File: config.mk
export PLATFORM = sky130hd
export DESIGN_NAME = bitserial_input_streamer
export DESIGN_NICKNAME = d
export VERILOG_FILES = /design/src/rtl/bitserial_input_streamer.sv
export SDC_FILE = /design/constraint.sdc
export NUM_CORES = 1
export LEC_CHECK = 0
export ABC_CLOCK_PERIOD_IN_PS = 16800
export CAP_MARGIN = 5
export CORE_MARGIN = 1.5
export CORE_UTILIZATION = 30
export CTS_CLUSTER_SIZE = 40
export DETAILED_ROUTE_END_ITERATION = 7
export GPL_ROUTABILITY_DRIVEN = 1
export HOLD_SLACK_MARGIN = 0.1
export PLACE_DENSITY = 0.54
export SYNTH_ARGS = -nofsm -noshare
export SYNTH_HDL_FRONTEND = slang
export SYNTH_SLANG_ARGS = --single-unit
File: constraint.sdc
create_clock -name clk -period 16.8 [get_ports clk]
set_input_delay 2.52 -clock clk [delete_from_list [all_inputs] [get_ports clk]]
set_output_delay 2.52 -clock clk [all_outputs]
set_load 0.01 [all_outputs]
File: src/rtl/bitserial_input_streamer.sv
`default_nettype none
// ============================================================================
// Module   : bitserial_input_streamer
// Brief    : Streams one LANES-wide activation vector as MSB-first bit-planes,
//            each vector preceded by a one-cycle start_acc pulse. A one-entry
//            holding buffer lets the next vector load while the current one
//            streams. Optional feature macro: SIGNED_INPUT_EN (two's
//            complement activations, MSB plane flagged negative).
// Revision : 1.0 - initial release
// ============================================================================
module bitserial_input_streamer #(
    parameter int LANES    = 32,
    parameter int IN_WIDTH = 8
) (
    input  logic                         clk,
    input  logic                         rst,
    input  logic                         in_valid,
    output logic                         in_ready,
    input  logic [LANES*IN_WIDTH-1:0]    in_data,
    input  logic                         stall,
    output logic                         start_acc,
    output logic                         plane_valid,
    output logic [LANES-1:0]             plane_bits,
    output logic [$clog2(IN_WIDTH)-1:0]  plane_idx,
    output logic                         last_plane,
    output logic                         plane_neg,
    output logic                         busy
);

    localparam int                 c_IDX_W   = $clog2(IN_WIDTH);
    localparam int                 c_VEC_W   = LANES * IN_WIDTH;
    localparam logic [c_IDX_W-1:0] c_CNT_MSB = c_IDX_W'(IN_WIDTH - 1);
    localparam logic [c_IDX_W-1:0] c_CNT_ONE = c_IDX_W'(1);

    localparam logic [1:0] c_S_IDLE   = 2'd0;
    localparam logic [1:0] c_S_START  = 2'd1;
    localparam logic [1:0] c_S_STREAM = 2'd2;

    logic [1:0]         r_state;
    logic [1:0]         w_state_nxt;
    logic [c_IDX_W-1:0] r_cnt;
    logic [c_IDX_W-1:0] w_cnt_nxt;
    logic [c_VEC_W-1:0] r_hold;
    logic [c_VEC_W-1:0] r_work;
    logic               r_hold_full;
    logic               w_take;
    logic               w_load;
    logic               w_streaming;

    // A full buffer never accepts, so a take and a load cannot coincide.
    assign w_take      = in_valid && !r_hold_full;
    assign w_streaming = (r_state == c_S_STREAM);

    always_comb begin
        w_state_nxt = r_state;
        w_cnt_nxt   = r_cnt;
        w_load      = 1'b0;
        case (r_state)
            c_S_IDLE: begin
                if (r_hold_full && !stall) begin
                    w_state_nxt = c_S_START;
                    w_load      = 1'b1;
                    w_cnt_nxt   = c_CNT_MSB;
                end
            end
            c_S_START: begin
                if (!stall) begin
                    w_state_nxt = c_S_STREAM;
                end
            end
            c_S_STREAM: begin
                if (!stall) begin
                    if (r_cnt == '0) begin
                        if (r_hold_full) begin
                            w_state_nxt = c_S_START;
                            w_load      = 1'b1;
                            w_cnt_nxt   = c_CNT_MSB;
                        end else begin
                            w_state_nxt = c_S_IDLE;
                        end
                    end else begin
                        w_cnt_nxt = r_cnt - c_CNT_ONE;
                    end
                end
            end
            default: begin
                w_state_nxt = c_S_IDLE;
            end
        endcase
    end

    always_ff @(posedge clk) begin
        if (rst) begin
            r_state     <= c_S_IDLE;
            r_cnt       <= '0;
            r_hold_full <= 1'b0;
        end else begin
            r_state <= w_state_nxt;
            r_cnt   <= w_cnt_nxt;
            if (w_take) begin
                r_hold_full <= 1'b1;
            end else if (w_load) begin
                r_hold_full <= 1'b0;
            end
        end
    end

    // Data registers need no reset: every output is qualified by state.
    always_ff @(posedge clk) begin
        if (w_take) begin
            r_hold <= in_data;
        end
        if (w_load) begin
            r_work <= r_hold;
        end
    end

    generate
        for (genvar k = 0; k < LANES; k++) begin : g_lane
            logic [IN_WIDTH-1:0] w_lane;
            assign w_lane        = r_work[k*IN_WIDTH +: IN_WIDTH];
            assign plane_bits[k] = w_streaming && w_lane[r_cnt];
        end
    endgenerate

    assign in_ready    = !r_hold_full;
    assign start_acc   = (r_state == c_S_START);
    assign plane_valid = w_streaming;
    assign plane_idx   = w_streaming ? r_cnt : '0;
    assign last_plane  = w_streaming && (r_cnt == '0);
    assign busy        = (r_state != c_S_IDLE) || r_hold_full;

`ifdef SIGNED_INPUT_EN
    assign plane_neg = w_streaming && (r_cnt == c_CNT_MSB);
`else
    assign plane_neg = 1'b0;
`endif

endmodule
`default_nettype wire
---- Word level (Yosys, flattened, before mapping) ----
Cells that the tools add are included.
cells by class
  add/sub/neg operators ................... 1
  muxes and demuxes ....................... 83
  eq/ne operators ......................... 7
  magnitude comparators ................... 1
  reduce and logical (&&, ||, !) cells .... 45
operator list
  kind                                                         number
  binary-select mux 1 bit (select 3 bit)                       32
  two-way mux 1 bit                                            39
  logical AND 1 bit                                            35
  two-way mux 3 bit                                            5
  two-way mux 2 bit                                            4
  AND reduction 4 bit                                          2
  != test 2 bit (second input constant)                        3
  one-hot mux 2 bit (3 select lines)                           1
  one-hot mux 3 bit (2 select lines)                           1
  nonzero test 2 bit                                           3
  less-than comparator 3 x 4 -> 1 bit (second input constant)  1
  logical NOT 3 bit                                            1
  != test 3 bit (second input constant)                        1
  subtractor 3 x 1 -> 3 bit (second input constant)            1
  == test 2 x 1 -> 1 bit (second input constant)               1
  == test 2 bit (second input constant)                        1
  logical NOT 1 bit                                            2
  logical NOT 2 bit                                            1
  != test 2 x 1 -> 1 bit (second input constant)               1
  one-hot mux 1 bit (2 select lines)                           1
  logical OR 1 bit                                             1
storage, ports and cells
  output and inout port bits .............. 41
  bits in registers ....................... 518
  input bits .............................. 260

---- Logic depth before layout (Yosys ltp) ----
  word-level depth ........................ 6
  gate-level depth with buffers ........... 8

---- Least setup slack after synthesis ----
No wires, ideal clock.
  path type ............................... in2reg
  from .................................... input port in_valid
  to ...................................... register r_hold[0] (enable)
  setup slack ............................. 2357 ps
  arrival ................................. 13536 ps
  library setup time ...................... 908 ps
  stages .................................. 1
  path buffers ............................ 0
  cell sequence ........................... nor2b_1
between the ends
  longest elaborated chain between the ends .. 1
ends and longest elaborated chain
  what                  line  RTL
  start, declared       17    input logic in_valid,
  logical AND 1 bit     51    assign w_take = in_valid && !r_hold_full;
  end signal, assigned  111   r_hold <= in_data;
  end, declared         43    logic [c_VEC_W-1:0] r_hold;
Every way passes these cells.
A chain may end at the register's enable or synchronous reset.

---- Worst setup path in the final report ----
  from .................................... register r_cnt[0]
  to ...................................... output port plane_bits[10]
between the ends
  longest elaborated chain between the ends .. 3
ends and longest elaborated chain
  what                                     line  RTL
  start, declared                          41    logic [c_IDX_W-1:0] r_cnt;
  start signal, assigned                   99    r_cnt <= w_cnt_nxt;
  binary-select mux 1 bit (select 3 bit)   122   assign plane_bits[k] = w_streaming && w_lane[r_cnt];
  two-way mux 1 bit (implied by the code)  122
  logical AND 1 bit                        122
  end, declared                            23    output logic [LANES-1:0] plane_bits,
Every way passes these cells. The select of a mux whose other input is x is not followed.

==> impl_metrics.tcl <==
set metrics [dict create \
    hold_depth 0 \
    wirelength_mm 37.5 \
    num_vias 8376 \
    nets 1410 \
    syn-cell-area_um2 18000 \
    slew_headroom_pct 23.9 \
    die_w_um 248 \
    hold_class "flop to flop" \
    layout_min_cycle_time_ns 5.95 \
    final.period_utilization_pct 35.4 \
    arrival_ns 3.43 \
    synth_nets 1080 \
    cts_hold_buf 0 \
    core-area_um2 59100 \
    drive_gt1_share_pct 10.5 \
    post_cts_buffers 0 \
    final_cell_area_um2 23800 \
    setup_viol 0 \
    root_buffer "clkbuf_16" \
    clkTransAtPathRegs_ns 0.06 \
    cp_top_family "buffers and inverters" \
    clkSinkCount 518 \
    antenna_found_initial 6 \
    tns_ns 0 \
    die-area_um2 61500 \
    rows 89 \
    drtAntennaViolNets 0 \
    synth-seq-cells 518 \
    syn2layout_area_growth_pct 32.0 \
    startpoint_type "flop" \
    slowest_stage "buf_4" \
    status "finished, violations left" \
    grt_use_total_pct 12.1 \
    synth_warnings 0 \
    finClkSkew_ns 0.0253 \
    synth-edff-count 512 \
    initialDrtViolationCount 343 \
    synth_cells 818 \
    ios 301 \
    clkLatencyLatePin_ns 0.59 \
    synth_area_per_cell_um2 22.0 \
    cts_tree "built" \
    start_util_pct 30.4 \
    synth_top_area_cell "edfxtp_1" \
    critPathKind "flop to primary output" \
    cp.depth 5 \
    fill_cells 5249 \
    cpPeakStageDelay_ns 0.87 \
    placed_area_um2 21900 \
    reg2reg_depth 7 \
    p_leak_nw 7.61 \
    grt_max_degree 183 \
    crit_chain "buf_4 > mux2i_1 > o22ai_2 > or2_1 > clkdlybuf4s50_1" \
    drc_errors 11 \
    synth_top_flop_cell "edfxtp_1" \
    grt_pass1_vias 8902 \
    post_drt_wl_per_cell_um 19.1 \
    power_density_nw_per_um2 122 \
    max-cap-violations 0 \
    synth_most_common_cell "edfxtp_1" \
    synth_area_leaders "edfxtp_1, mux2i_1, o22ai_2, o22ai_1, or2_1" \
    timing_hold_violations_final 0 \
    synthArstFlopShare_pct 0 \
    cts_made_buffers 54 \
    synthDominantCellAreaShare_pct 85.4 \
    die_h_um 248 \
    clock_path_buffers 3 \
    yosysSeqAreaShare_pct 86.1 \
    violations "DRC" \
    slew_violations 0 \
    crit_path_end_kind "primary output" \
    cts_max_level 2 \
    hpwl_mm 22.8 \
    gr-total-overflow 0 \
    rsz0062_at_grt "false" \
    avgViaCountPerCell 4.26 \
    synth.top_cells.by_count "edfxtp_1, mux2i_1, o22ai_1" \
    io_buffers 299 \
    gp_congestion 0.736 \
    max_freq_mhz 168 \
    first_pass_iters 6 \
    ctsResizeCount 0 \
    holdWs_ns 0.413 \
    cp_data_required_time_ns 14.28 \
    worst_pin_slew_ns 1.14 \
    critPathBufInv 2 \
    irDropWorstVdd_v 0.0000747 \
    cp_max_fo 54 \
    synth.distinct_cells 33 \
    grt_first_pass_wirelength_mm 54.3 \
]
==> sequential cells by signal (all words and copies together) (netlist names) <==
signal,count
r_state,2
r_hold,256
r_hold_full,1
r_cnt,3
r_work,256
==> worst reg2reg max path, cell delays in order (launching register included) <==
cell and delay (ns):
dfxtp_4 0.51, buf_4 0.51, inv_1 0.28, ha_1 0.19, nand2b_1 0.12, a21bo_2 0.28, inv_8 0.55, buf_4 0.99
==> final cells by class <==
type	instances	area, µm²	share of cell area (%)
Multi-Input combinational cell	262	2350	9.90
Timing Repair Buffer	307	3070	12.9
Clock inverter	36	442	1.86
Antenna cell	1	2.50	0.0105
Clock buffer	63	1410	5.92
Inverter	5	26.3	0.111
Tap cell	773	967	4.07
Sequential cell	518	15500	65.2
==> kinds of logic (layout without fill, tap and decap cells) <==
group | after synthesis | in the layout | share of synthesized area, %
flops | 518 | 518 | 86.1
other cells | 1 | 2 | 0.0208
mux | 128 | 128 | 7.12
simple gates | 55 | 55 | 1.97
fa+ha+maj | 2 | 2 | 0.139
buf+inv | 38 | 411 | 1.11
compound gates | 76 | 76 | 3.58
==> layer usage <==
metal | part of all wire (%) | wire length, µm | global-route usage (%)
met2 | 50 | 18800 | 20.5
met1 | 42 | 15700 | 14.8
met4 | 2.5 | 947 | 4.62
met5 | 0.17 | 63 | 0
met3 | 5.3 | 1970 | 2.91
==> placed cells by master (no fill, tap or decap), types with 3 or more instances in the layout <==
| cell type | netlist | layout |
|---|---|---|
| inv_6 | 0 | 4 |
| clkinv_2 | 0 | 9 |
| clkbuf_16 | 0 | 55 |
| clkdlybuf4s50_1 | 0 | 299 |
| mux2i_1 | 128 | 128 |
| buf_4 | 1 | 7 |
| or2_1 | 31 | 31 |
| o22ai_1 | 38 | 38 |
| nor3_1 | 3 | 3 |
| o22ai_2 | 26 | 26 |
| bufinv_16 | 0 | 10 |
| inv_1 | 5 | 4 |
| dfxtp_1 | 6 | 5 |
| clkinv_1 | 0 | 10 |
| edfxtp_1 | 512 | 512 |
| a31oi_1 | 3 | 3 |
| clkbuf_1 | 4 | 8 |
==> power breakdown <==
| part | internal (W) | total (W) | switching [W] |
|---|---|---|---|
| Sequential | 0.00150 | 0.00152 | 0.0000184 |
| Combinational | 0.0000754 | 0.000142 | 0.0000664 |
| Clock | 0.000752 | 0.00123 | 0.000482 |
| Total | 0.00233 | 0.00290 | 0.000567 |
==> worst paths after layout <==
path	slack, ns	endpoint	start
max	10.85	plane_bits[10]	r_cnt[0]
min reg2reg	0.41	r_work[235]	r_hold[235]
min	0.41	r_work[235]	r_hold[235]
max reg2reg	12.96	r_work[190]	r_cnt[0]
==> through the flow <==
stage	utilization [%]	total power, W	setup WS (ns)	std cells
2_1_floorplan	-	0.00162	2.36	818
3_3_place_gp	37.1	0.00169	11.32	1865
3_5_place_dp	37.1	0.00169	11.22	1865
4_1_cts	40.2	0.00294	10.71	1964
5_1_grt	40.2	0.00300	10.59	1965
6_report	40.2	0.00290	10.85	1965
No activity file was read; power rests on OpenSTA's default activity.
